**src/rtl/ps2_host_tx_if.sv**
```systemverilog
// rtl/ps2_host_tx_if.sv - command handshake between a requester and the PS/2 host transmitter
interface ps2_host_tx_if;
  logic       tx_start;
  logic [7:0] tx_data;
  logic       tx_busy;
  logic       tx_done;
  logic       tx_error;

  modport master (
    output tx_start,
    output tx_data,
    input  tx_busy,
    input  tx_done,
    input  tx_error
  );

  modport slave (
    input  tx_start,
    input  tx_data,
    output tx_busy,
    output tx_done,
    output tx_error
  );
endinterface

```
**src/rtl/ps2_host_tx.sv**
```systemverilog
// rtl/ps2_host_tx.sv - host-to-device PS/2 command byte transmitter (open-drain pull-low enables)
module ps2_host_tx #(
  parameter int CLK_FREQ_HZ = 100_000_000,
  parameter int INHIBIT_US  = 100,
  parameter int TIMEOUT_US  = 15000
) (
  input  logic         clk,
  input  logic         reset_n,
  ps2_host_tx_if.slave tx,
  input  logic         ps2_clk_in,
  input  logic         ps2_data_in,
  output logic         ps2_clk_oe,
  output logic         ps2_data_oe
);
  localparam int CYC_PER_US = CLK_FREQ_HZ / 1_000_000;
  localparam int INH_CYC    = CYC_PER_US * INHIBIT_US;
  localparam int TO_CYC     = CYC_PER_US * TIMEOUT_US;
  localparam int CNT_MAX    = (TO_CYC > INH_CYC) ? TO_CYC : INH_CYC;
  localparam int CNT_W      = $clog2(CNT_MAX + 1);
  localparam logic [CNT_W-1:0] INH_LAST = CNT_W'(INH_CYC - 1);
  localparam logic [CNT_W-1:0] TO_LAST  = CNT_W'(TO_CYC - 1);

  typedef enum logic [2:0] {
    IDLE, INHIBIT, REQ, SEND, ACK, WAIT_IDLE, DONE, ERR
  } state_e;

  state_e           state_q, state_d;
  logic [CNT_W-1:0] cnt_q, cnt_d;
  logic [3:0]       bitcnt_q, bitcnt_d;
  logic [9:0]       shreg_q, shreg_d;
  logic             data_oe_q, data_oe_d;
  logic             clk_meta_q, clk_sync_q, clk_sync_dly_q;
  logic             data_meta_q, data_sync_q;
  logic             fall;
  logic             timeout;

  // Synchronizers idle high so a released bus never looks like a falling edge after reset
  always_ff @(posedge clk or negedge reset_n) begin
    if (!reset_n) begin
      clk_meta_q     <= 1'b1;
      clk_sync_q     <= 1'b1;
      clk_sync_dly_q <= 1'b1;
      data_meta_q    <= 1'b1;
      data_sync_q    <= 1'b1;
    end else begin
      clk_meta_q     <= ps2_clk_in;
      clk_sync_q     <= clk_meta_q;
      clk_sync_dly_q <= clk_sync_q;
      data_meta_q    <= ps2_data_in;
      data_sync_q    <= data_meta_q;
    end
  end

  assign fall    = clk_sync_dly_q & ~clk_sync_q;
  assign timeout = (cnt_q == TO_LAST);

  always_ff @(posedge clk or negedge reset_n) begin
    if (!reset_n) begin
      state_q   <= IDLE;
      cnt_q     <= '0;
      bitcnt_q  <= '0;
      shreg_q   <= '0;
      data_oe_q <= 1'b0;
    end else begin
      state_q   <= state_d;
      cnt_q     <= cnt_d;
      bitcnt_q  <= bitcnt_d;
      shreg_q   <= shreg_d;
      data_oe_q <= data_oe_d;
    end
  end

  always_comb begin
    state_d   = state_q;
    cnt_d     = cnt_q;
    bitcnt_d  = bitcnt_q;
    shreg_d   = shreg_q;
    data_oe_d = data_oe_q;
    case (state_q)
      IDLE: begin
        if (tx.tx_start) begin
          state_d   = INHIBIT;
          cnt_d     = '0;
          data_oe_d = 1'b0;
          shreg_d   = {1'b1, ~^tx.tx_data, tx.tx_data};
        end
      end
      INHIBIT: begin
        if (cnt_q == INH_LAST) begin
          state_d   = REQ;
          data_oe_d = 1'b1;
        end else begin
          cnt_d = cnt_q + CNT_W'(1);
        end
      end
      REQ: begin
        state_d  = SEND;
        cnt_d    = '0;
        bitcnt_d = '0;
      end
      SEND, ACK, WAIT_IDLE: begin
        cnt_d = cnt_q + CNT_W'(1);
        // Timeout wins over a fall in the same cycle and releases data at once
        if (timeout) begin
          state_d   = ERR;
          data_oe_d = 1'b0;
        end else if (state_q == SEND) begin
          if (fall) begin
            data_oe_d = ~shreg_q[0];
            shreg_d   = {1'b0, shreg_q[9:1]};
            bitcnt_d  = bitcnt_q + 4'd1;
            if (bitcnt_q == 4'd9) begin
              state_d = ACK;
            end
          end
        end else if (state_q == ACK) begin
          if (fall) begin
            state_d = data_sync_q ? ERR : WAIT_IDLE;
          end
        end else if (clk_sync_q && data_sync_q) begin
          state_d = DONE;
        end
      end
      DONE: state_d = IDLE;
      ERR: begin
        state_d   = IDLE;
        data_oe_d = 1'b0;
      end
      default: state_d = IDLE;
    endcase
  end

  assign ps2_clk_oe  = (state_q == INHIBIT) || (state_q == REQ);
  assign ps2_data_oe = data_oe_q;
  assign tx.tx_busy  = (state_q == INHIBIT) || (state_q == REQ) || (state_q == SEND) ||
                       (state_q == ACK) || (state_q == WAIT_IDLE);
  assign tx.tx_done  = (state_q == DONE);
  assign tx.tx_error = (state_q == ERR);
endmodule

```
**src/flat_wrapper.sv**
```systemverilog
// flat-port wrapper written by rule: the top's interface ports become plain ports
module ps2_host_tx_flat 
#(
  parameter int CLK_FREQ_HZ = 100_000_000,
  parameter int INHIBIT_US  = 100,
  parameter int TIMEOUT_US  = 15000
)
  (clk, reset_n, ps2_clk_in, ps2_data_in, ps2_clk_oe, ps2_data_oe, tx_tx_start, tx_tx_data, tx_tx_busy, tx_tx_done, tx_tx_error);
  ps2_host_tx_if tx_i ();
  input  logic clk;
  input  logic reset_n;
  input  logic ps2_clk_in;
  input  logic ps2_data_in;
  output logic ps2_clk_oe;
  output logic ps2_data_oe;
  input wire logic [$bits(tx_i.tx_start)-1:0] tx_tx_start;
  input wire logic [$bits(tx_i.tx_data)-1:0] tx_tx_data;
  output wire logic [$bits(tx_i.tx_busy)-1:0] tx_tx_busy;
  output wire logic [$bits(tx_i.tx_done)-1:0] tx_tx_done;
  output wire logic [$bits(tx_i.tx_error)-1:0] tx_tx_error;
  assign tx_i.tx_start = tx_tx_start;
  assign tx_i.tx_data = tx_tx_data;
  assign tx_tx_busy = tx_i.tx_busy;
  assign tx_tx_done = tx_i.tx_done;
  assign tx_tx_error = tx_i.tx_error;
  ps2_host_tx #(.CLK_FREQ_HZ(CLK_FREQ_HZ), .INHIBIT_US(INHIBIT_US), .TIMEOUT_US(TIMEOUT_US)) u_core (.clk(clk), .reset_n(reset_n), .tx(tx_i), .ps2_clk_in(ps2_clk_in), .ps2_data_in(ps2_data_in), .ps2_clk_oe(ps2_clk_oe), .ps2_data_oe(ps2_data_oe));
endmodule
```
**config.mk**
```make
export PLATFORM = sky130hd
export DESIGN_NAME = ps2_host_tx_flat
export DESIGN_NICKNAME = d
export VERILOG_FILES = /design/src/rtl/ps2_host_tx_if.sv /design/src/rtl/ps2_host_tx.sv /design/src/flat_wrapper.sv
export SDC_FILE = /design/constraint.sdc
export NUM_CORES = 1
export LEC_CHECK = 0
export BUFFER_PORTS_ARGS = -buffer_cell sky130_fd_sc_hd__buf_4
export CAP_MARGIN = 20
export CORE_ASPECT_RATIO = 1.4
export CORE_UTILIZATION = 30
export DETAILED_ROUTE_END_ITERATION = 7
export PLACE_DENSITY = 0.53
export SLEW_MARGIN = 0
export SYNTH_ARGS = -nofsm -noshare
export SYNTH_HDL_FRONTEND = slang
export SYNTH_SLANG_ARGS = --single-unit
```
**constraint.sdc**
```tcl
create_clock -name clk -period 5.6 [get_ports clk]
set_input_delay 1.12 -clock clk [delete_from_list [all_inputs] [get_ports clk]]
set_output_delay 1.12 -clock clk [all_outputs]
set_load 0.02 [all_outputs]
```
# [Word level (Yosys, flattened, before mapping)]
# Index checks and enable logic that the tools add are counted.
[word_totals] regBits=44 input_bits=13
[classes] add_sub_neg=2 eq_ne=22 n_mux=29 bitwise=3 reduce_logical=18
[op_table] cell="21-bit case mux with 4 select lines" n=1
[op_table] cell="21-bit two-way mux" n=2
[op_table] cell="10-bit two-way mux" n=4
[op_table] cell="3-bit two-way mux" n=9
[op_table] cell="21-bit by 1-bit adder with 21-bit output, second input constant" n=1
[op_table] cell="21-bit by 14-bit == test with 1-bit output, second input constant" n=1
[op_table] cell="21-bit == test, second input constant" n=1
[op_table] cell="10-bit case mux with 2 select lines" n=1
[op_table] cell="3-bit case mux with 5 select lines" n=1
[op_table] cell="3-bit == test, second input constant" n=4
[op_table] cell="4-bit two-way mux" n=3
[op_table] cell="5-bit AND reduction" n=2
[op_table] cell="4-bit by 2-bit inequality test with 1-bit output, second input constant" n=2
[op_table] cell="4-bit case mux with 2 select lines" n=1
[op_table] cell="4-bit nonzero test" n=2
[op_table] cell="8-bit XNOR reduction" n=1
[op_table] cell="3-bit by 2-bit == test with 1-bit output, second input constant" n=2
[op_table] cell="2-bit by 1-bit inequality test with 1-bit output, second input constant" n=3
[op_table] cell="2-bit inequality test, second input constant" n=3
[op_table] cell="3-bit by 1-bit inequality test with 1-bit output, second input constant" n=2
[op_table] cell="6-bit AND reduction" n=1
[op_table] cell="1-bit two-way mux" n=5
[op_table] cell="5-bit by 1-bit inequality test with 1-bit output, second input constant" n=1
[op_table] cell="4-bit by 1-bit adder with 4-bit output, second input constant" n=1
[op_table] cell="15 further kinds" n=20

# [Depth between registers and ports, before layout]
# Gate-level depths: netlist of run 1.
[depth] word_depth=7 mapped_depth=8 mapped_depth_nobuf=7

# [Least setup slack after synthesis of run 1]
# No wires, ideal clock.
[synth_path] kind="register -> register" from="register u_core.cnt_q[12]" to="register u_core.data_oe_q, in the netlist u_core.ps2_data_oe" setup_ns=0.125 arrival_time_ns=2.337 path_slack_ns=3.138 stages_incl_launch_ff=7 n_path_buf=0 path_cell_list="dfrtp_1 or4b_1 or4_4 nor3_4 o221ai_1 a21oi_2 mux2_2"
[synth_between] elab_chain_len=3 elab_cells_between_ends=8 cone_classes="5 x eq/ne; 2 x mux; 1 x reduce/logical"
[synth_lines] element="start: declaration" line="ps2_host_tx.sv:28" text="logic [CNT_W-1:0] cnt_q, cnt_d;"
[synth_lines] element="start signal: assignment" line="ps2_host_tx.sv:66" text="cnt_q <= cnt_d;"
[synth_lines] element="21-bit == test / 21-bit by 14-bit == test with 1-bit output (equally long branches)" line="ps2_host_tx.sv:55, ps2_host_tx.sv:89"
[synth_lines] element="3-bit by 1-bit inequality test with 1-bit output (no source line) (tied with other cells)"
[synth_lines] element="5-bit AND reduction (no source line) / 1-bit case mux with 4 select lines (equally long branches)"
[synth_lines] element="end signal: assignment" line="ps2_host_tx.sv:69" text="data_oe_q <= data_oe_d;"
[synth_lines] element="end: declaration" line="ps2_host_tx.sv:31" text="logic data_oe_q, data_oe_d;"
# Parallel ways exist; a longest one is shown, timed or not.
# A chain may end at the register's enable or synchronous reset.

# [Worst setup path in the final report of run 1]
[layout_path] from="register u_core.state_q[0]" to="output tx_tx_busy"
[layout_between] elab_chain_len=5 elab_cells_between_ends=9 cone_classes="5 x eq/ne; 4 x reduce/logical"
[layout_lines] element="start: declaration" line="ps2_host_tx.sv:27" text="state_e state_q, state_d;"
[layout_lines] element="start signal: assignment" line="ps2_host_tx.sv:65" text="state_q <= state_d;"
[layout_lines] element="3-bit by 1-bit == test with 1-bit output / 3-bit by 2-bit == test with 1-bit output (equally long branches)" line="ps2_host_tx.sv:135" text="assign tx.tx_busy = (state_q == INHIBIT) || (state_q == REQ) || (state_q == SEND) ||"
[layout_lines] element="1-bit logical OR (3 in series)" line="ps2_host_tx.sv:135"
[layout_lines] element="1-bit logical OR (*)" line="ps2_host_tx.sv:136" text="(state_q == ACK) || (state_q == WAIT_IDLE);"
[layout_lines] element="end: declaration" line="flat_wrapper.sv:18" text="output wire logic [$bits(tx_i.tx_busy)-1:0] tx_tx_busy;"
# Mark *: on every way between the ends. The rest lies on a longest branch, timed or not.

==> results of run 1 <==
-- power by group --
group	leakage, nW	switching (mW)	total (mW)	internal (mW)
sequential	0.566	0.0859	0.475	0.389
combinational	0.550	0.250	0.430	0.181
clock	0.0410	0.107	0.192	0.0850
total	1.16	0.442	1.10	0.655
-- final cells by class --
| type | count | share of cell area |
|---|---|---|
| flip-flops and latches | 44 | 0.412 |
| repair buffers | 18 | 0.0493 |
| inverters | 4 | 0.00558 |
| well taps | 100 | 0.0465 |
| clock inverters | 1 | 0.00186 |
| clock buffers | 6 | 0.0270 |
| multi-input cells | 193 | 0.458 |
-- through the flow --
| stage | instances | utilization | setup WS, ns | power, mW |
|---|---|---|---|---|
| 6_report | 366 | 0.347 | 2.83 | 1.10 |
| 5_1_grt | 366 | 0.347 | 2.71 | 1.19 |
| 4_1_cts | 365 | 0.346 | 2.83 | 1.11 |
| 3_5_place_dp | 358 | 0.336 | 2.75 | 0.918 |
| 3_3_place_gp | 358 | 0.336 | 2.77 | 0.910 |
| 2_1_floorplan | 250 | - | 3.14 | 0.802 |
-- kinds of logic (layout without fill, tap and decap cells) --
group / after synthesis / after routing
AND/OR/NAND/NOR: 113 / 113
flip-flops: 44 / 44
AO/OA/AOI/OAI: 40 / 40
XOR/XNOR: 25 / 25
buffers and inverters: 13 / 29
multiplexers: 12 / 12
adder cells (fa/ha/maj): 3 / 3
-- worst paths after layout --
path,start,end,slack (ns)
worst max-delay path,u_core.state_q[0]$_DFFE_PN0P_,tx_tx_busy,2.83
worst min-delay path,u_core.data_meta_q$_DFF_PN1_,u_core.data_sync_q$_DFF_PN1_,0.35
worst max register to register,u_core.cnt_q[12]$_DFFE_PN0P_,u_core.ps2_data_oe$_DFFE_PN0P_,2.93
worst min register to register,u_core.data_meta_q$_DFF_PN1_,u_core.data_sync_q$_DFF_PN1_,0.35
max in group asynchronous,reset_n,u_core.data_meta_q$_DFF_PN1_,4.39
min in group asynchronous,reset_n,u_core.shreg_q[2]$_DFFE_PN0P_,0.81
-- registers in the layout, summed over array words and instances, names as in the netlist --
register / count
u_core.ps2_data_oe: 1
u_core.state_q: 3
u_core.clk_sync_q: 1
u_core.clk_sync_dly_q: 1
u_core.bitcnt_q: 4
u_core.data_meta_q: 1
u_core.shreg_q: 10
u_core.data_sync_q: 1
u_core.cnt_q: 21
u_core.clk_meta_q: 1
-- layer usage --
| layer | up-vias | global-route usage | wire (µm) |
|---|---|---|---|
| met3 | 6 | 0.0161 | 105 |
| met1 | 893 | 0.142 | 2140 |
| met5 | - | 0 | 0 |
| met4 | 0 | 0.0512 | 85 |
| li1 | 897 | - | - |
| met2 | 30 | 0.247 | 2660 |
-- critical path: stages (launching register included) --
cell     delay, ns
dfrtp_1       0.72
inv_1         0.27
a21oi_1       0.20
buf_4         0.16
-- synth_stat cells, types with 2 or more instances --
cell type / instances
ha_1: 3
nand4_1: 5
xnor2_1: 11
dfstp_2: 5
and2_1: 4
nand2b_1: 5
or3_1: 3
nor4_1: 3
mux2i_1: 10
a21oi_1: 6
nor2b_1: 2
clkbuf_1: 6
o31ai_1: 2
and4_1: 2
o21ai_0: 18
nand2_1: 34
o21a_1: 2
nor3_1: 2
nand3_1: 12
dfrtp_1: 39
and3_1: 2
buf_1: 2
nand4b_1: 2
o21ai_1: 2
nor2_1: 31
xor2_1: 14
mux2_2: 2
o311ai_0: 2
inv_1: 4
==> out/results.tsv, run 1 <==
metric	value	unit
synth_top_area_share	0.408	
portBuffers	17	
fin_skew	0.00707	ns
end_kind	primary output	
dr.pass1.iters	4	
ys_seq_area_frac	0.462	
cts_tree	done	
yosysTopAreaCell	dfrtp_1	
tns	0	ns
die_w	77.5	µm
hold_buffers	0	
initial_core_util	0.309	
area_growth	12.3	%
synthAdderAreaFrac	0.0157	
htreeDepth	2	
critPathKind	flip-flop to primary output	
numClockSinks	44	
setup_viol	0	
numCtsBuffers	5	
hold_depth	0	
antenna_cells	0	
power_density	408	mW/mm²
ant_nets	0	
cts_root_buffer	clkbuf_8	
synth_xor_xnor_area_share	0.0914	
ys_seq_elements	44	
rsz0062_at_grt	no	
synth_mux_area_frac	0.0512	
min_period_over_period	0.494	
hold_class	flip-flop to flip-flop	
syn_nets	266	
relSlewSlack	0.424	
holdWs	0.352	ns
synthTopCellsByArea	dfrtp_1, dfstp_2, nand2_1	
fin_nets	282	
cts_setup_buffers	0	
required	4.48	ns
seq_area	0.00111	mm²
dieArea	0.00835	mm²
antenna_found_initial	0	
syn_inst	250	
die_y	108	µm
multi_input_area	0.00123	mm²
yosys.cell_types.count	44	
ff2ff_path_depth	6	
cts_resized	0	
period_needed	2.77	ns
critPathMaxFanout	19	
hold_viol	0	
layout_common_cells	dfrtp_1, nand2_1, nor2_1	
design_area	0.00269	mm²
fmax	361	MHz
clk_path_buf_depth	2	
synth_compound_gate_area_share	0.118	
synth_top_family_by_area	simple AND/OR/NAND/NOR gates	
initialDrtViolationCount	62	
drv_slew	0	
boundaryPins	18	
worstPathArrival	1.65	ns
layout-drive-gt1-share	0.150	
cap_violations	0	
start_kind	flip-flop	
grt_pass1_wl	8.61	mm
syn-cell-area	0.00239	mm²
ys_warn_count	0	
tightestPinTransition	0.857	ns
overflow	0	
hpwlAfterDp	3.48	mm
grt_pass1_vias	1872	
path_clk_slew	0.08	ns
synth_edf_count	0	
grtUsageTotal	0.129	
post_drt_wl_per_cell	13.6	µm
synth-main-ff-cell	dfrtp_1	
leakage	1.16	nW
final_common_cell	dfrtp_1	
vdd_drop_max	0.142	mV
coreArea	0.00775	mm²
rows	38	
drt-total-wl	4.99	mm
synth-async-reset-ratio	1.00	
gp_congestion	0.833	
viasPerCell	4.99	
fillCellCount	800	
place_area	0.00261	mm²
grt_max_degree	45	
synth-simple-area-share	0.238	
drc	0	
outcome	finished, final reports clean	
postSynthAreaPerCell	9.58	µm²
clock_latency	0.29	ns
routed-via-count	1826	
Power figures use the tool's default switching activity.
==> run 2, diff against run 1 <==
PLACE_DENSITY = 0.54   (was 0.53)
clock period = 2.35 ns   (was 5.6 ns; I/O delays follow)
==> run 2 against run 1 <==
- combinational power increased to 2.7 times the previous value
- critical endpoint is now u_core.ps2_data_oe$_DFFE_PN0P_
- worst setup slack got worse by 2.8 ns
- register-to-register slack got worse by 2.9 ns
- highest routed layer unchanged
- largest power group is now combinational logic
==> out/results.tsv, run 2 (synthesis gave the netlist of run 1 again) <==
metric	value	unit	change
boundaryPins	18		unchanged
initialDrtViolationCount	71		was 62
dieArea	0.00835	mm²	unchanged
dp_slack	0.0572	ns	was 2.75 ns
htreeDepth	2		unchanged
path_cells	or4b_1 -> or4_4 -> nor3_4 -> o221ai_1 -> a21oi_2 -> mux2_2		was inv_1 -> a21oi_1 -> buf_4
gp_congestion	0.792		was 0.833
cts_tree	done		unchanged
die_w	77.5	µm	unchanged
power_density	954	mW/mm²	was 408 mW/mm²
antenna_found_initial	0		unchanged
min_period_over_period	0.979		
drc	0		unchanged
largest_register_ffs	21		unchanged
ant_nets	0		unchanged
rows	38		unchanged
fin_skew	0.00531	ns	was 0.00707 ns
required	2.54	ns	was 4.48 ns
setup_viol	0		unchanged
numClockSinks	44		unchanged
coreArea	0.00775	mm²	unchanged
hold_viol	0		unchanged
viasPerCell	4.85		was 4.99
layout-drive-gt1-share	0.226		was 0.150
vdd_drop_max	0.373	mV	was 0.142 mV
layout_setup_ws	0.0498	ns	was 2.83 ns
start_kind	flip-flop		unchanged
largest-register	u_core.cnt_q		unchanged
worstPathArrival	2.49	ns	was 1.65 ns
critPathKind	flip-flop to flip-flop		was flip-flop to primary output
die_y	108	µm	unchanged
r2r-start	u_core.cnt_q[11]$_DFFE_PN0P_		was u_core.cnt_q[12]$_DFFE_PN0P_
hpwlAfterDp	3.74	mm	was 3.48 mm
relSlewSlack	0.617		was 0.424
crit_slowest_cell	or4b_1		was dfrtp_1
routed-via-count	1881		was 1826
crit_buf_inv	0		was 2
fin_nets	303		was 282
rsz0062_at_grt	yes		was no
antenna_cells	0		unchanged
period_needed	2.30	ns	
initial_core_util	0.309		unchanged
fmax	435	MHz	
grt_pass1_vias	1943		was 1872
hold_buffers	0		unchanged
grt_pass1_wl	9.16	mm	was 8.61 mm
critPathMaxFanout	5		was 19
clock_latency	0.29	ns	about the same
grt_max_degree	45		unchanged
drv_slew	0		unchanged
slowest_delay	0.51	ns	was 0.72 ns
hold_class	input port to asynchronous set/reset pin		was flip-flop to flip-flop
reg_top3	u_core.cnt_q x21, u_core.shreg_q x10, u_core.bitcnt_q x4		unchanged
clk_path_buf_depth	2		unchanged
cp_top_family	simple AND/OR/NAND/NOR gates		was flip-flops
path_clk_slew	0.08	ns	about the same
power.total	2.75	mW	was 1.10 mW
drt-total-wl	5.27	mm	was 4.99 mm
leakage	1.27	nW	was 1.16 nW
cts_root_buffer	clkbuf_8		unchanged
grtUsageTotal	0.139		was 0.129
dr.pass1.iters	4		unchanged
cap_violations	0		unchanged
post_drt_wl_per_cell	13.6	µm	about the same
area_growth	20.2	%	was 12.3%
crit_start	u_core.cnt_q[11]$_DFFE_PN0P_		was u_core.state_q[0]$_DFFE_PN0P_
fillCellCount	816		was 800
outcome	finished, final reports clean		unchanged
numCtsBuffers	5		unchanged
end_kind	flip-flop		was primary output
overflow	0		unchanged
portBuffers	17		unchanged
tightestPinTransition	0.575	ns	was 0.857 ns
layout_common_cells	buf_4, dfrtp_1, nand2_1		was dfrtp_1, nand2_1, nor2_1
tns	0	ns	unchanged
-- run 2: changes by cell type in the layout (fill, tap and decap cells not counted) --
cell,change
buf_4,+22
nor2_1,-2
nor2_2,+2
clkbuf_1,+1
clkbuf_2,-1
nand3_1,-1
nand3_2,+1
nor3_1,-1
nor3_2,+1
o21ai_0,-1
o21ai_1,+1
o32a_2,-1
o32a_4,+1
-- run 2: final timing paths --
path	endpoint	slack [ns]	depth (start not counted)
max	u_core.ps2_data_oe$_DFFE_PN0P_	0.05	6
min	u_core.shreg_q[3]$_DFFE_PN0P_	0.16	1
max reg2reg	u_core.ps2_data_oe$_DFFE_PN0P_	0.05	6
min reg2reg	u_core.clk_sync_q$_DFF_PN1_	0.36	0
max in group asynchronous	u_core.data_sync_q$_DFF_PN1_	1.79	1
min in group clk	u_core.data_meta_q$_DFF_PN1_	0.28	1
-- run 2: cell type report --
cell class,count,area (µm²),area share
clock buffers,7,76.3,0.0265
clock inverters,1,5.00,0.00174
inverters,4,15.0,0.00522
multi-input cells,193,1260,0.437
flip-flops and latches,44,1110,0.385
well taps,100,125,0.0435
repair buffers,39,293,0.102
-- run 2: through the flow --
| step | hold slack, ns | cells | area (µm²) | utilization |
|---|---|---|---|---|
| 4_1_cts | 0.192 | 384 | 2820 | 0.364 |
| 6_report | 0.165 | 388 | 2880 | 0.371 |
| 2_1_floorplan | 0.174 | 250 | 2390 | - |
| 3_5_place_dp | 0.347 | 376 | 2740 | 0.354 |
| 3_3_place_gp | 0.346 | 376 | 2740 | 0.354 |
| 5_1_grt | 0.209 | 388 | 2880 | 0.371 |
-- run 2: report_power, final --
group          total, mW  internal, mW  switching [mW]
sequential          1.13         0.927           0.202
clock              0.465         0.209           0.256
combinational       1.15         0.526           0.627
-- run 2: layer usage --
metal  GRT usage  routed length (µm)
met5           0                   0
met2       0.264                2880
met4      0.0499                  84
met1       0.154                2240
met3      0.0186                  70
-- run 2: repair_timing --
action / in CTS / in global routing
gates resized for setup: 0 / 6
buffers inserted: 0 / 4
setup endpoints to repair: 0 / 17
